===== config.mk =====
export PLATFORM = sky130hd
export DESIGN_NAME = spi_cfg_sequencer
export DESIGN_NICKNAME = d
export VERILOG_FILES = /design/src/rtl/spi_cfg_sequencer.sv
export SDC_FILE = /design/constraint.sdc
export NUM_CORES = 1
export LEC_CHECK = 0
export ABC_CLOCK_PERIOD_IN_PS = 2200
export BUFFER_PORTS_ARGS = -buffer_cell sky130_fd_sc_hd__buf_2
export CORE_MARGIN = 3
export CORE_UTILIZATION = 53
export DETAILED_ROUTE_END_ITERATION = 10
export PLACE_DENSITY_LB_ADDON = 0.05
export SLEW_MARGIN = 20
export SYNTH_ARGS = -nofsm -noshare
export SYNTH_HDL_FRONTEND = slang
export SYNTH_SLANG_ARGS = --single-unit

===== constraint.sdc =====
create_clock -name clk_i -period 2.2 [get_ports clk_i]
set_input_delay 0.11 -clock clk_i [delete_from_list [all_inputs] [get_ports clk_i]]
set_output_delay 0.11 -clock clk_i [all_outputs]
set_load 0.1 [all_outputs]

===== src/rtl/spi_cfg_sequencer.sv =====
// Purpose : power-up engine that streams NUM_WORDS ROM words out over SPI mode 0, MSB first, then flags cfg_done.
// Latency : first cs_n fall 1+START_DLY+2 clk after por_done is seen; each frame holds cs_n low (2*WORD_W+1)*CLK_DIV clk.
// Backpressure: none; the ROM has a fixed 2-clk read latency and por_done low aborts to IDLE on the next edge.
module spi_cfg_sequencer #(
    parameter int CLK_DIV   = 4,
    parameter int WORD_W    = 24,
    parameter int NUM_WORDS = 16,
    parameter int ADDR_W    = 4,
    parameter int START_DLY = 100,
    parameter int GAP_CYC   = 8
) (
    input  logic              clk_i,
    input  logic              user_rst_i,
    input  logic              por_done_i,
    input  logic              cfg_restart_i,
    output logic [ADDR_W-1:0] rom_addr_o,
    input  logic [WORD_W-1:0] rom_data_i,
    output logic              spi_sclk_o,
    output logic              spi_cs_n_o,
    output logic              spi_mosi_o,
    output logic              cfg_busy_o,
    output logic              cfg_done_o
);

    // Half-period index: 0 is the cs_n setup phase, 1..2*WORD_W are the clocked half-periods.
    localparam int                HP_W      = $clog2(2 * WORD_W + 1);
    localparam logic [HP_W-1:0]   HP_LAST   = HP_W'(2 * WORD_W);
    localparam logic [HP_W-1:0]   HP_PENULT = HP_W'(2 * WORD_W - 1);
    localparam logic [ADDR_W-1:0] ADDR_LAST = ADDR_W'(NUM_WORDS - 1);
    localparam logic [31:0]       DLY_LAST  = 32'(START_DLY - 1);
    localparam logic [31:0]       GAP_LAST  = 32'(GAP_CYC - 1);
    localparam logic [31:0]       DIV_LAST  = 32'(CLK_DIV - 1);

    typedef enum logic [2:0] {
        S_IDLE,
        S_WAIT_DLY,
        S_FETCH,
        S_SHIFT,
        S_GAP,
        S_DONE
    } state_t;

    state_t              state_q;
    logic [31:0]         cnt_q;      // shared: settle delay, fetch phase, clock divider, gap
    logic [HP_W-1:0]     hp_q;
    logic [WORD_W-1:0]   shreg_q;
    logic [ADDR_W-1:0]   rom_addr_q;
    logic                sclk_q;
    logic                cs_n_q;
    logic                mosi_q;
    logic                busy_q;
    logic                done_q;

    // Sequencer FSM with every output registered; reset and por_done abort share one path.
    always_ff @(posedge clk_i) begin
        if (user_rst_i || (state_q != S_IDLE && !por_done_i)) begin
            state_q    <= S_IDLE;
            cnt_q      <= '0;
            hp_q       <= '0;
            shreg_q    <= '0;
            rom_addr_q <= '0;
            sclk_q     <= 1'b0;
            cs_n_q     <= 1'b1;
            mosi_q     <= 1'b0;
            busy_q     <= 1'b0;
            done_q     <= 1'b0;
        end else begin
            case (state_q)
                S_IDLE: begin
                    if (por_done_i) begin
                        state_q <= S_WAIT_DLY;
                        cnt_q   <= '0;
                        busy_q  <= 1'b1;
                    end
                end

                S_WAIT_DLY: begin
                    if (cnt_q == DLY_LAST) begin
                        state_q    <= S_FETCH;
                        cnt_q      <= '0;
                        rom_addr_q <= '0;
                    end else begin
                        cnt_q <= cnt_q + 32'd1;
                    end
                end

                // Two cycles: address settles into the ROM, then its registered data is captured.
                S_FETCH: begin
                    if (cnt_q == 32'd1) begin
                        state_q <= S_SHIFT;
                        cnt_q   <= '0;
                        hp_q    <= '0;
                        shreg_q <= rom_data_i;
                        mosi_q  <= rom_data_i[WORD_W-1];
                        cs_n_q  <= 1'b0;
                    end else begin
                        cnt_q <= cnt_q + 32'd1;
                    end
                end

                S_SHIFT: begin
                    if (cnt_q == DIV_LAST) begin
                        cnt_q <= '0;
                        if (hp_q == HP_LAST) begin
                            state_q <= S_GAP;
                            cs_n_q  <= 1'b1;
                            sclk_q  <= 1'b0;
                            mosi_q  <= 1'b0;
                        end else begin
                            hp_q   <= hp_q + HP_W'(1);
                            // Entering an odd half-period raises sclk; entering an even one drops it.
                            sclk_q <= ~hp_q[0];
                            // Falling edge: present the next bit, except after the final bit.
                            if (hp_q[0] && hp_q != HP_PENULT) begin
                                shreg_q <= shreg_q << 1;
                                mosi_q  <= shreg_q[WORD_W-2];
                            end
                        end
                    end else begin
                        cnt_q <= cnt_q + 32'd1;
                    end
                end

                S_GAP: begin
                    if (cnt_q == GAP_LAST) begin
                        cnt_q <= '0;
                        if (rom_addr_q == ADDR_LAST) begin
                            state_q <= S_DONE;
                            busy_q  <= 1'b0;
                            done_q  <= 1'b1;
                        end else begin
                            state_q    <= S_FETCH;
                            rom_addr_q <= rom_addr_q + ADDR_W'(1);
                        end
                    end else begin
                        cnt_q <= cnt_q + 32'd1;
                    end
                end

                // Restart skips the settle delay: supplies are already known good.
                S_DONE: begin
                    if (cfg_restart_i) begin
                        state_q    <= S_FETCH;
                        cnt_q      <= '0;
                        rom_addr_q <= '0;
                        busy_q     <= 1'b1;
                        done_q     <= 1'b0;
                    end
                end

                default: begin
                    state_q <= S_IDLE;
                end
            endcase
        end
    end

    assign rom_addr_o = rom_addr_q;
    assign spi_sclk_o = sclk_q;
    assign spi_cs_n_o = cs_n_q;
    assign spi_mosi_o = mosi_q;
    assign cfg_busy_o = busy_q;
    assign cfg_done_o = done_q;

endmodule


==> results.sh <==
export IMPL_ys_ff_latch=73
export IMPL_cts_hold_buf=0
export IMPL_synth_top_area_share_pct=38.0
export IMPL_min_period_over_period_pct=97.3
export IMPL_finalClockSkew_ps=7.26
export IMPL_layout_drive_gt1_share_pct=24.4
export IMPL_drtIter0Drc=234
export IMPL_utilization_pct=69.3
export IMPL_yosysMostFrequentCell="dfxtp_1"
export IMPL_pin_count=37
export IMPL_dp_hpwl_um=6780
export IMPL_path_cells="nor4_4 -> nand4_1 -> nor2_1 -> o211ai_1 -> or4_1 -> a21oi_1"
export IMPL_postSynthAreaPerCell_um2=8.10
export IMPL_diodes=0
export IMPL_gp_congestion=0.881
export IMPL_intPower_mw=2.39
export IMPL_critPathLaunchType="flip-flop"
export IMPL_initial_core_util_pct=55.7
export IMPL_drt_pass1_iter_count=4
export IMPL_slew_violations=0
export IMPL_drv_cap=0
export IMPL_critPathKind="flip-flop to flip-flop"
export IMPL_grt_max_degree=45
export IMPL_synthArstFlopShare_pct=0
export IMPL_comb_power_share_pct=37.0
export IMPL_min_path_type="input port to flip-flop"
export IMPL_hold_slack_ps=33.3
export IMPL_sw_frac_of_total_pct=36.7
export IMPL_rr_startpoint="cnt_q[17]"
export IMPL_power_leakage_nw=1.91
export IMPL_pre_cts_ws_ps=-126
export IMPL_critPathCaptureType="flip-flop"
export IMPL_grt_ovfl_total=0
export IMPL_rsz0062_at_grt="yes"
export IMPL_synth_edff_count=0
export IMPL_die_height_um=91.2
export IMPL_synth_top_area_cell="dfxtp_1"
export IMPL_ys_seq_area_share_pct=38.0
export IMPL_grt_usage_pct=23.3
export IMPL_clock_latency_ps=340
export IMPL_cts_max_path_buffers=2
export IMPL_worstMarginPinSlew_ps=486
export IMPL_worstHoldStart="rom_data_i[0]"
export IMPL_setup_viol=0
export IMPL_worst_slack_ps=59.0
export IMPL_design_core_area_um2=6910
export IMPL_ant_nets=0
export IMPL_synthTopCellsByArea="dfxtp_1 (38%), nor2_1 (6.4%), mux2i_1 (6.2%)"
export IMPL_clk_pin_slew_worst_paths_ps=80
export IMPL_critical_path_peak_fanout=5
export IMPL_num_vias=3774
export IMPL_grt_pass1_wl_um=16000
export IMPL_cts_root_buf="clkbuf_8"
export IMPL_cp_required_ps=2480
export IMPL_synthFlopType="dfxtp_1"
export IMPL_ys_warn_count=0
export IMPL_max_slew_margin_pct=67.8
export IMPL_final_hold_violation_count=0
export IMPL_cts_htree_levels=3
export IMPL_totalPowerFinal_mw=3.77
export IMPL_fmax_mhz=467
export IMPL_peakVddDrop_mv=0.419
export IMPL_synth_cells=475
export IMPL_clock_power_share_pct=24.7
export IMPL_powerDensity_nw_per_um2=788
export IMPL_cts_inserted_buffers=9
export IMPL_yosys_top_cells_count="dfxtp_1 (73), nor2_1 (66), nand2_1 (45)"
export IMPL_syn_nets=508
export IMPL_critPathSlowestCell="or4_1"
export IMPL_die_width_um=91.2
export IMPL_wl_per_cell_um=14.5
export IMPL_pwr_share_seq_pct=38.3
export IMPL_p_sw_mw=1.38
export IMPL_finalWirelength_um=9550
export IMPL_viasPerCell=5.74
export IMPL_clock_sinks=73
export IMPL_syn_area_um2=3850
export IMPL_max_stage_delay_ps=510
export IMPL_min_period_ps=2140
export IMPL_status="finished clean"
export IMPL_worstPathArrival_ps=2420
export IMPL_final_net_count=589
export IMPL_antenna_found_initial=0
export IMPL_grt_pass1_vias=3394
export IMPL_io_buffers=36
export IMPL_dieArea_um2=8320
export IMPL_drc_errors=0
export IMPL_startpoint="cnt_q[17]"
export IMPL_placementRows=30
export IMPL_syn_to_final_growth_pct=24.3
export IMPL_cts_tree="built"
export IMPL_synth_cell_types=55
[logic make-up (layout without fill, tap and decap cells)]
logic type,after synthesis,count (layout),share of synthesized area (%)
adders and majority gates,5,5,1.63
DFF,73,73,38.0
muxes,25,25,6.53
xor gates and xnor gates,15,15,3.41
AOI/OAI and AO/OA,93,93,15.9
buffers and inverters,34,120,4.16
and+or+nand+nor,230,230,30.4
[metrics by stage]
stage	area, µm²	std cells	TNS [ps]
detailed placement	4450	634	-844
floorplan	3850	475	0
global placement	4450	634	-33.8
finish	4790	657	0
CTS	4630	650	0
global route	4790	657	-915
[worst max-delay path, delay by kind of cell, from the launching register on]
family	cells	cell delay, ps
AND/OR/NAND/NOR	4	1370
AO/OA/AOI/OAI	2	360
flip-flops	1	340
[cell usage in the layout, fill, tap and decap left out, types with 4 or more instances in the layout]
cell and n:
dfxtp_1 69, nor2_1 66, buf_4 54, nand2_1 43, buf_2 36, nand3_1 26, a211oi_1 26, mux2i_1 24
a21oi_1 20, o21ai_0 19, nand4_1 15, nor3_1 11, xnor2_1 11, inv_1 9, and3_1 9, clkbuf_8 9
nor4_1 7, and2_1 7, or3_1 7, nor2b_1 6, ha_1 5, and4_1 4, xor2_1 4, a31oi_1 4
clkinvlp_4 4, dfxtp_2 4
[registers in the layout (all words and copies together), names as in the netlist]
signal,count
cfg_busy_o,1
spi_sclk_o,1
spi_mosi_o,1
cnt_q,32
rom_addr_o,4
spi_cs_n_o,1
shreg_q,23
hp_q,6
state_q,3
cfg_done_o,1
[layer usage]
layer | up-vias | wire, µm | track usage (%) | share of wire (%)
li1 | 1889 | - | - | -
met1 | 1769 | 4520 | 32.0 | 47
met2 | 105 | 4500 | 37.3 | 47
met3 | 11 | 407 | 3.07 | 4.3
met4 | 0 | 124 | 8.17 | 1.3
met5 | - | 0 | 0 | 0
[area by class of cell]
class,count,area (µm²)
tap,96,120
fill,640,2120
clock buffer,10,128
sequential,73,1470
multi-input combinational,368,2320
timing repair buffer,95,673
clock inverter,6,43.8
inverter,9,33.8
[path summary, 6_finish.rpt]
path                        end  slack, ps  depth (start not counted)
hold / removal       shreg_q[0]         30                          3
setup reg to reg  rom_addr_o[3]         60                          6
setup / recovery  rom_addr_o[3]         60                          6
hold reg to reg   rom_addr_o[1]        480                          2
[timing repair]
action / 4_1_cts / 5_1_grt
endpoints found under the setup margin: 33 / 58
pin swaps: 0 / 6
setup buffers: 0 / 6
gates resized for setup: 2 / 21
gates cloned: 0 / 1
hold endpoints to repair: 0 / 0
[power groups by stage]
stage               Sequential [mW]  Combinational [mW]  Clock [mW]
finish                         1.44                1.40       0.931
global route                   1.45                1.52        1.00
CTS                            1.44                1.23       0.955
detailed placement             1.47                1.22           0
global placement               1.47                1.20           0
floorplan                      1.51               0.757           0
(Power assumes the default switching activity.)
